===== src/rtl/nor_sweep_pkg.sv =====
// Shared function-select constants and FSM state encoding for the NOR equivalence sweeper.
package nor_sweep_pkg;

    localparam logic [1:0] MODE_ANBN = 2'd0;
    localparam logic [1:0] MODE_NAND = 2'd1;
    localparam logic [1:0] MODE_XOR  = 2'd2;
    localparam logic [1:0] MODE_NOR  = 2'd3;

    typedef enum logic [1:0] {
        IDLE  = 2'd0,
        RUN   = 2'd1,
        DRAIN = 2'd2,
        DONE  = 2'd3
    } state_t;

endpackage


===== src/rtl/nor_func_net.sv =====
// Bitwise two-input function network built solely from 2-input NOR primitives,
// including the 4:1 function-select mux.
module nor_func_net #(
    parameter int W = 2
) (
    input  logic [W-1:0] a,
    input  logic [W-1:0] b,
    input  logic [1:0]   mode,
    output logic [W-1:0] y
);

    wire       s0_n, s1_n;
    wire [3:0] dec, dec_n;

    nor u_s0_n (s0_n, mode[0], mode[0]);
    nor u_s1_n (s1_n, mode[1], mode[1]);
    nor u_dec0 (dec[0], mode[1], mode[0]);
    nor u_dec1 (dec[1], mode[1], s0_n);
    nor u_dec2 (dec[2], s1_n,    mode[0]);
    nor u_dec3 (dec[3], s1_n,    s0_n);

    for (genvar k = 0; k < 4; k++) begin : g_dec_n
        nor u_inv (dec_n[k], dec[k], dec[k]);
    end

    for (genvar i = 0; i < W; i++) begin : g_bit
        wire       na, nb, x1, x2, xnor_ab, and_ab;
        wire [3:0] f, f_n, t;
        wire       o01, o23, o01_n, o23_n, y_n;

        nor u_na   (na, a[i], a[i]);
        nor u_nb   (nb, b[i], b[i]);
        // f[k] is the result for mode k
        nor u_f0   (f[0], a[i], nb);
        nor u_and  (and_ab, na, nb);
        nor u_f1   (f[1], and_ab, and_ab);
        nor u_f3   (f[3], a[i], b[i]);
        nor u_x1   (x1, a[i], f[3]);
        nor u_x2   (x2, b[i], f[3]);
        nor u_xnor (xnor_ab, x1, x2);
        nor u_f2   (f[2], xnor_ab, xnor_ab);

        for (genvar k = 0; k < 4; k++) begin : g_sel
            nor u_fn  (f_n[k], f[k], f[k]);
            nor u_and (t[k], f_n[k], dec_n[k]);
        end

        nor u_o01   (o01, t[0], t[1]);
        nor u_o23   (o23, t[2], t[3]);
        nor u_o01_n (o01_n, o01, o01);
        nor u_o23_n (o23_n, o23, o23);
        nor u_yn    (y_n, o01_n, o23_n);
        nor u_y     (y[i], y_n, y_n);
    end

endmodule


===== src/rtl/nor_equiv_sweeper.sv =====
// Sweeps every minterm of two W-bit operands through a behavioural reference and a
// NOR-only network, counting mismatches and recording the first failing minterm.
module nor_equiv_sweeper
    import nor_sweep_pkg::*;
#(
    parameter  int W    = 2,
    localparam int MT_W = 2 * W
) (
    input  logic            clk,
    input  logic            rst,
    input  logic            start,
    input  logic [1:0]      mode,
    input  logic            inject_en,
    input  logic [MT_W-1:0] inject_mt,
    output logic            busy,
    output logic            done,
    output logic [MT_W-1:0] minterm,
    output logic [W-1:0]    ref_out,
    output logic [W-1:0]    nor_out,
    output logic [MT_W:0]   mismatch_cnt,
    output logic            fail_valid,
    output logic [MT_W-1:0] first_fail
);

    localparam logic [MT_W-1:0] LAST_MT = '1;
    localparam logic [MT_W-1:0] MT_ONE  = {{(MT_W-1){1'b0}}, 1'b1};
    localparam logic [MT_W:0]   CNT_ONE = {{MT_W{1'b0}}, 1'b1};

    state_t          state, state_nxt;
    logic [1:0]      mode_q;
    logic            inject_en_q;
    logic [MT_W-1:0] inject_mt_q;
    logic [MT_W-1:0] m_q;
    logic            s1_valid;
    logic            start_ok;
    logic [W-1:0]    op_a, op_b;
    logic [W-1:0]    ref_res, net_res, nor_res, fault_mask;

    assign start_ok = start && (state == IDLE || state == DONE);
    assign busy     = (state == RUN) || (state == DRAIN);
    assign done     = (state == DONE);
    assign op_a     = minterm[MT_W-1:W];
    assign op_b     = minterm[W-1:0];

    // NOTE: sequential state uses non-blocking assignments so every register samples pre-edge values.
    always_ff @(posedge clk or posedge rst) begin
        if (rst) state <= IDLE;
        else     state <= state_nxt;
    end

    // NOTE: defaults come first in every combinational block so no path leaves a value held (no latches).
    always_comb begin
        state_nxt = state;
        case (state)
            IDLE, DONE: if (start)             state_nxt = RUN;
            RUN:        if (minterm == LAST_MT) state_nxt = DRAIN;
            DRAIN:                             state_nxt = DONE;
            default:                           state_nxt = IDLE;
        endcase
    end

    always_comb begin
        ref_res = '0;
        case (mode_q)
            MODE_ANBN: ref_res = ~(op_a | ~op_b);
            MODE_NAND: ref_res = ~(op_a & op_b);
            MODE_XOR:  ref_res = op_a ^ op_b;
            MODE_NOR:  ref_res = ~(op_a | op_b);
            default:   ref_res = '0;
        endcase
    end

    nor_func_net #(.W(W)) u_net (
        .a    (op_a),
        .b    (op_b),
        .mode (mode_q),
        .y    (net_res)
    );

    always_comb begin
        fault_mask    = '0;
        fault_mask[0] = inject_en_q && (minterm == inject_mt_q);
    end
    assign nor_res = net_res ^ fault_mask;

    always_ff @(posedge clk or posedge rst) begin
        if (rst) begin
            mode_q       <= '0;
            inject_en_q  <= 1'b0;
            inject_mt_q  <= '0;
            minterm      <= '0;
            m_q          <= '0;
            s1_valid     <= 1'b0;
            ref_out      <= '0;
            nor_out      <= '0;
            mismatch_cnt <= '0;
            fail_valid   <= 1'b0;
            first_fail   <= '0;
        end else if (start_ok) begin
            mode_q       <= mode;
            inject_en_q  <= inject_en;
            inject_mt_q  <= inject_mt;
            minterm      <= '0;
            s1_valid     <= 1'b0;
            mismatch_cnt <= '0;
            fail_valid   <= 1'b0;
            first_fail   <= '0;
        end else begin
            if (state == RUN) begin
                ref_out  <= ref_res;
                nor_out  <= nor_res;
                m_q      <= minterm;
                s1_valid <= 1'b1;
                if (minterm != LAST_MT) minterm <= minterm + MT_ONE;
            end else begin
                s1_valid <= 1'b0;
            end
            // Compare stage trails stage 1 by one cycle, so it also covers DRAIN.
            if (s1_valid && (ref_out != nor_out)) begin
                mismatch_cnt <= mismatch_cnt + CNT_ONE;
                if (!fail_valid) begin
                    fail_valid <= 1'b1;
                    first_fail <= m_q;
                end
            end
        end
    end

endmodule


===== config.mk =====
export PLATFORM = sky130hd
export DESIGN_NAME = nor_equiv_sweeper
export DESIGN_NICKNAME = d
export VERILOG_FILES = /design/src/rtl/nor_sweep_pkg.sv /design/src/rtl/nor_func_net.sv /design/src/rtl/nor_equiv_sweeper.sv
export SDC_FILE = /design/constraint.sdc
export NUM_CORES = 1
export LEC_CHECK = 0
export ABC_AREA = 1
export BUFFER_PORTS_ARGS = -buffer_cell sky130_fd_sc_hd__clkbuf_2
export CORE_ASPECT_RATIO = 0.5
export CORE_UTILIZATION = 35
export CTS_CLUSTER_SIZE = 14
export DETAILED_ROUTE_END_ITERATION = 8
export PLACE_DENSITY = 0.54
export SYNTH_ARGS = -nofsm -noshare
export SYNTH_HDL_FRONTEND = slang
export SYNTH_SLANG_ARGS = --single-unit
export TNS_END_PERCENT = 1

===== constraint.sdc =====
create_clock -name clk -period 1.4 [get_ports clk]
set_clock_uncertainty 0.05 [all_clocks]
set_input_delay 0.21 -clock clk [delete_from_list [all_inputs] [get_ports clk]]
set_output_delay 0.21 -clock clk [all_outputs]
set_load 0.05 [all_outputs]

==> results of run 1 <==
## sequential cells by signal (all words and copies together), names as in the netlist
name	cells
state	2
nor_out	2
mismatch_cnt	5
first_fail	4
inject_en_q	1
mode_q	2
fail_valid	1
minterm	4
inject_mt_q	4
ref_out	2
s1_valid	1
m_q	4
## routing by layer
layer	routed length, um	vias up	global-route usage	part of all wire
li1	-	750	-	-
met1	1880	653	0.223	0.51
met2	1630	30	0.255	0.44
met3	130	5	0.0451	0.035
met4	40	0	0.0652	0.011
met5	0	-	0	0
## cells by family (layout without fill, tap and decap cells)
group           after synthesis  after routing  synth area share
flops                        32             32             0.474
simple gates                104            104             0.278
compound gates               23             23            0.0770
xor+xnor                      5              5            0.0259
buf+inv                      27             77            0.0644
fa+ha+maj                    11             11            0.0814
## worst register-to-register path, stage by stage (launching register included)
cell	delay, ns
dfrtp_1	0.39
inv_2	0.08
ha_4	0.21
buf_4	0.14
nand2_2	0.08
buf_8	0.17
nand2_4	0.09
nand2_1	0.07
o21ai_2	0.05
## placed cells by master, fill, tap and decap left out, types with 2 or more instances in the layout
master,synthesis,final
xnor2_1,2,2
nor2_1,15,15
buf_4,1,17
clkbuf_8,0,5
o21ai_1,2,5
o21ai_0,14,11
clkinvlp_4,0,2
clkbuf_2,0,23
inv_2,3,8
dfrtp_2,0,5
nand2_4,3,3
buf_8,0,2
a21oi_1,4,4
nand3_2,2,2
inv_1,19,13
nand3_1,28,28
nand2_2,1,3
xor2_1,3,3
nand2_1,51,49
buf_2,3,2
dfrtp_1,32,27
ha_1,11,10
## layout make-up
| class | instances | area (sq um) | share of cell area |
|---|---|---|---|
| clock buffers | 5 | 68.8 | 0.0306 |
| well taps | 66 | 82.6 | 0.0367 |
| inverters | 22 | 86.3 | 0.0384 |
| repair buffers | 47 | 338 | 0.150 |
| flip-flops and latches | 32 | 807 | 0.359 |
| clock inverters | 3 | 42.5 | 0.0189 |
| multi-input cells | 143 | 822 | 0.366 |
## what timing repair did
action,CTS,global route
hold buffers,1,0
cloned,0,0
gates resized for setup,13,12
buffers inserted,2,0
endpoints found under the hold margin,32,0
pin swaps,1,4
setup endpoints to repair,12,33
## final timing paths
kind	endpoint	slack, ns	cells after the start
worst max-delay path	busy	-0.13	3
worst min-delay path	inject_mt_q[0]	0.07	3
worst max register to register	mismatch_cnt[0]	-0.02	8
worst min register to register	mismatch_cnt[0]	0.45	1
max in group asynchronous	minterm[1]	0.50	4
min in group asynchronous	inject_mt_q[0]	0.48	4
## through the flow
step / worst slack (ns) / hold WS (ns) / setup TNS, ns
after floorplan: -0.0827 / 0.276 / -0.361
after global placement: 0.0284 / 0.247 / 0
after detailed placement: -0.0118 / 0.251 / -0.0269
after CTS: -0.128 / 0.0688 / -0.540
after global routing: -0.167 / 0.0856 / -1.71
final: -0.127 / 0.0732 / -0.295
==> metrics.md, run 1 <==
| Metric | Value |
|---|---|
| Worst Setup SP | `state[0]` |
| Post-synth top flop | `dfrtp_1` |
| Most frequent cell after synthesis | `nand2_1` |
| Fmax | `655 MHz` |
| Post-Syn Instances | `202` |
| DRC violations left | `0` |
| Worst path top cell family by delay | `flip-flops` |
| Die Y | `51.1 um` |
| Full die area | `roughly 5000 sq um` |
| Worst-Skew Late Latency | `0.29 ns` |
| Deepest clock path buffer count | `2` |
| Worst slew pin tran | `~0.4 ns` |
| Worst Setup Start Kind | `flop` |
| Status | `complete, but fails checks` |
| First-pass GRT wire length | `about 6.3 mm` |
| Slowest CP cell | `dfrtp_1` |
| Seq/Total Area, Yosys | `0.474` |
| Synth unique cells | `22` |
| Syn. warnings | `0` |
| Slowest stage delay, CP | `0.41 ns` |
| FF+latch count, synth | `32` |
| FF-to-FF Start | `state[1]` |
| Final WL | `between 3 and 4 mm` |
| Relative slew slack | `0.726` |
| Core Region | `4510 sq um` |
| Final hold violations | `0` |
| Critical path buffer and inverter count | `2` |
| FP Rows | `17` |
| Largest net degree at the start of global routing | `33` |
| CTS tree | `yes` |
| H-tree levels | `2` |
| Share of the synthesized area in the top cell type | `0.474` |
| Ports | `30` |
| PortBufs | `29` |
| Initial antenna violation count | `0` |
| # setup viols final | `9` |
| Total CTS buffers | `5` |
| Die X | `approximately 100 um` |
| EDFF count, synth | `0` |
| Final GP Congestion | `0.767` |
| Clk sinks | `32` |
| Worst Path Arrival | `about 1.3 ns` |
| Crit Path Max Fanout | `2` |
| Final Max Slew Viols | `0` |
| Clk slew on worst S/H paths | `0.07 ns` |
| Top post-synthesis cells by area | `dfrtp_1, nand2_1, nand3_1` |
| RSZ-0062 raised after global routing | `yes` |
| Final Critical Period | `1.53 ns` |
| Initial DRT Pass Iterations | `4` |
| Setup CP Type | `flop to output pin` |
| Dpl cells | `307` |
| Max-cap viol count | `0` |
| HP Start | `inject_mt[0]` |
| Synth area leader | `dfrtp_1` |
| Design Area, Final | `between 2000 and 2500 sq um` |
| Post-DRT Antenna Nets | `0` |
| Syn_nets | `about 220` |
| Post-synthesis cell area | `1690 sq um` |
| Synth cell count leaders | `nand2_1, dfrtp_1, nand3_1` |
| Number of global-route vias before repair | `1,348` |
| Root buffer cell | `clkbuf_8` |
| Worst endpoint required time | `1.14 ns` |
| Number of vias per cell | `4.52` |
| Fill cells | `445` |
| Routed wire per std cell | `11.6 um` |
| Ys async rst share | `1.00` |
| Final Non-Filler Cells | `around 320` |
| Via Count | `between 1,000 and 1,500` |
| Worst Hold Class | `primary input to flop` |
| Crit-path cells | `ha_4 > clkinvlp_4 > clkbuf_16` |
| # diodes | `0` |
| GR Overflow Total | `0` |
| Mapped Avg Cell Area | `8.37 sq um` |
| Nets@finish | `272` |
| Final WS setup | `-0.127 ns` |
| Effective utilization at floorplan | `0.375` |
| HPWL after detailed placement | `2.71 mm` |
| Failing checks | `negative setup slack` |
| Post-DP Area | `2040 sq um` |
| Crit end category | `output pin` |
| Synth-to-Final Area Change | `32.9%` |
| Layout Utilization | `0.498` |
| First DRT Iteration DRCs | `48` |
| Total track usage | `0.165` |
| Final period utilization | `1.09` |
| Share of layout cells above drive strength 1 | `0.325` |
Power of run 1 is left out: the tool's default activity adds up to more than one toggle a clock period on the data nets, which glitch-free logic cannot reach.
==> inputs of run 2 (changes only) <==
Settings changed: BUFFER_PORTS_ARGS -buffer_cell sky130_fd_sc_hd__clkbuf_2 to -buffer_cell sky130_fd_sc_hd__buf_2.
==> run 2 against run 1 <==
Net effect: critical path type unchanged; fmax up 0.70%; via count decreased by 0.76%; register-to-register slack better by 0.03 ns; die area did not move; first-iteration DRC count is 33% lower; the run still ends with negative setup slack left; global-route usage down 0.29 points; largest cell class unchanged.
==> metrics.md, run 2 (synthesized netlist as in run 1, its figures left out) <==
| Metric | Value |
|---|---|
| Status | `complete, but fails checks` |
| Failing checks | `negative setup slack` |
| Met3 Use GR | `0.0410 (-0.00410)` |
| DRC violations left | `0 (unchanged)` |
| Commonest non-fill, non-tap cells in the layout | `nand2_1, nand3_1, dfrtp_1` |
| Worst endpoint required time | `1.14 ns (about the same)` |
| Gr busiest metal | `met2` |
| Largest net degree at the start of global routing | `33 (unchanged)` |
| Worst Path Arrival | `1.26 ns (about the same)` |
| Post-DRT Antenna Nets | `0 (unchanged)` |
| First DRT Iteration DRCs | `32 (-33%)` |
| Worst path top cell family by delay | `flip-flops` |
| Die Y | `51.1 um (unchanged)` |
| Final Max Slew Viols | `0 (unchanged)` |
| Nets@finish | `271 (-0.37%)` |
| Root buffer cell | `clkbuf_8` |
| Final WL | `3.58 mm (-2.8%)` |
| Via Count | `1,427 (-0.76%)` |
| Deepest clock path buffer count | `2 (unchanged)` |
| Post-DP Area | `2040 sq um (unchanged)` |
| Max reg flops | `5 (unchanged)` |
| Slowest CP cell | `dfrtp_1` |
| CTS tree | `yes` |
| Final Critical Period | `1.52 ns (-0.0107 ns)` |
| Clk slew on worst S/H paths | `0.07 ns (about the same)` |
| PortBufs | `29 (unchanged)` |
| Synth-to-Final Area Change | `32.3%` |
| Max-cap viol count | `0 (unchanged)` |
| Clk sinks | `32 (unchanged)` |
| Slowest stage delay, CP | `0.43 ns (+0.02 ns)` |
| Setup TNS | `-0.134 ns (+0.161 ns)` |
| Worst slew pin tran | `0.405 ns (-0.00574 ns)` |
| FP Rows | `17 (unchanged)` |
| Met2 Use GR | `0.247 (-0.00799)` |
| Total track usage | `0.163 (-0.00290)` |
| Routed wire per std cell | `11.3 um (-2.5%)` |
| Initial DRT Pass Iterations | `4 (unchanged)` |
| Final WS setup | `-0.116 ns (+0.0107 ns)` |
| Crit end category | `output pin` |
| Number of global-route vias before repair | `1,387 (+2.9%)` |
| Design Area, Final | `2240 sq um (-0.45%)` |
| Final GP Congestion | `0.769 (+0.26%)` |
| Full die area | `5130 sq um (unchanged)` |
| Share of layout cells above drive strength 1 | `0.331 (+0.00528)` |
| RSZ-0062 raised after global routing | `yes` |
| Fmax | `660 MHz (+0.70%)` |
| Final hold violations | `0 (unchanged)` |
| GR met1 Demand/Resource | `0.225 (+0.00286)` |
| Ports | `30 (unchanged)` |
| # setup viols final | `2 (-7)` |
| Die X | `100 um (unchanged)` |
| Setup CP Type | `flop to output pin` |
| Effective utilization at floorplan | `0.375 (unchanged)` |
| Crit-path cells | `ha_4 > clkinvlp_4 > buf_8` |
| Total CTS buffers | `5 (unchanged)` |
| Worst Setup Start Kind | `flop` |
| Number of vias per cell | `4.50 (-0.45%)` |
| First-pass GRT wire length | `6.29 mm (unchanged)` |
| Final period utilization | `1.08 (-0.00763)` |
| H-tree levels | `2 (unchanged)` |
| Crit Path Max Fanout | `3 (+1)` |
| Worst Hold Class | `primary input to flop` |
| Critical path buffer and inverter count | `2 (unchanged)` |
| Worst-Skew Late Latency | `0.28 ns (about the same)` |
| Relative slew slack | `0.730 (+0.00383)` |
| Largest Register | `mismatch_cnt` |
| Core Region | `4510 sq um (unchanged)` |
| GR Overflow Total | `0 (unchanged)` |
| HPWL after detailed placement | `2.71 mm (about the same)` |
| # diodes | `0 (unchanged)` |
| Initial antenna violation count | `0 (unchanged)` |
| Commonest non-fill, non-tap cell in the layout | `nand2_1` |
[run 2: stage by stage]
step / utilization / hold WS [ns] / cells / worst slack [ns]
2_1_floorplan: - / 0.276 / 202 / -0.0827
3_3_place_gp: 0.453 / 0.266 / 307 / 0.0283
5_1_grt: 0.496 / 0.0927 / 317 / -0.170
6_report: 0.496 / 0.0851 / 317 / -0.116
3_5_place_dp: 0.453 / 0.270 / 307 / -0.0189
4_1_cts: 0.486 / 0.0819 / 317 / -0.117
[run 2: layout make-up]
class / instances / area [sq um]
Fill cell: 449 / 2270
Tap cell: 66 / 82.6
Inverter: 22 / 86.3
Sequential cell: 32 / 807
Multi-Input combinational cell: 143 / 833
Timing Repair Buffer: 46 / 320
Clock inverter: 2 / 35.0
Clock buffer: 6 / 72.6
[run 2: worst min-delay path: cells and delay by family]
family / cells / cell delay (ns)
compound gates: 1 / 0.05
buf+inv: 1 / 0.08
simple gates: 1 / 0.04
[run 2: routing by layer]
| metal | up-vias | share of wire |
|---|---|---|
| met1 | 661 | 0.52 |
| met2 | 20 | 0.44 |
| met4 | 0 | 0.0064 |
| li1 | 744 | - |
| met5 | - | 0 |
| met3 | 2 | 0.032 |
[run 2: path summary, 6_finish.rpt]
check	start	endpoint	slack, ns	cells after the start
max	state[0]	busy	-0.12	3
min	inject_mt[0]	inject_mt_q[0]	0.09	3
max reg2reg	minterm[0]	nor_out[0]	0.01	9
min reg2reg	mismatch_cnt[0]	mismatch_cnt[0]	0.45	1
max in group asynchronous	rst	minterm[0]	0.48	4
min in group asynchronous	rst	inject_en_q	0.50	4
[run 2: repair_timing]
action,CTS,global route
hold buffers,1,0
pin swaps,1,1
resized for setup,7,15
setup buffers,1,0
endpoints found under the setup margin,12,29
hold endpoints to repair,32,0
Power of run 2 is left out for the same reason.
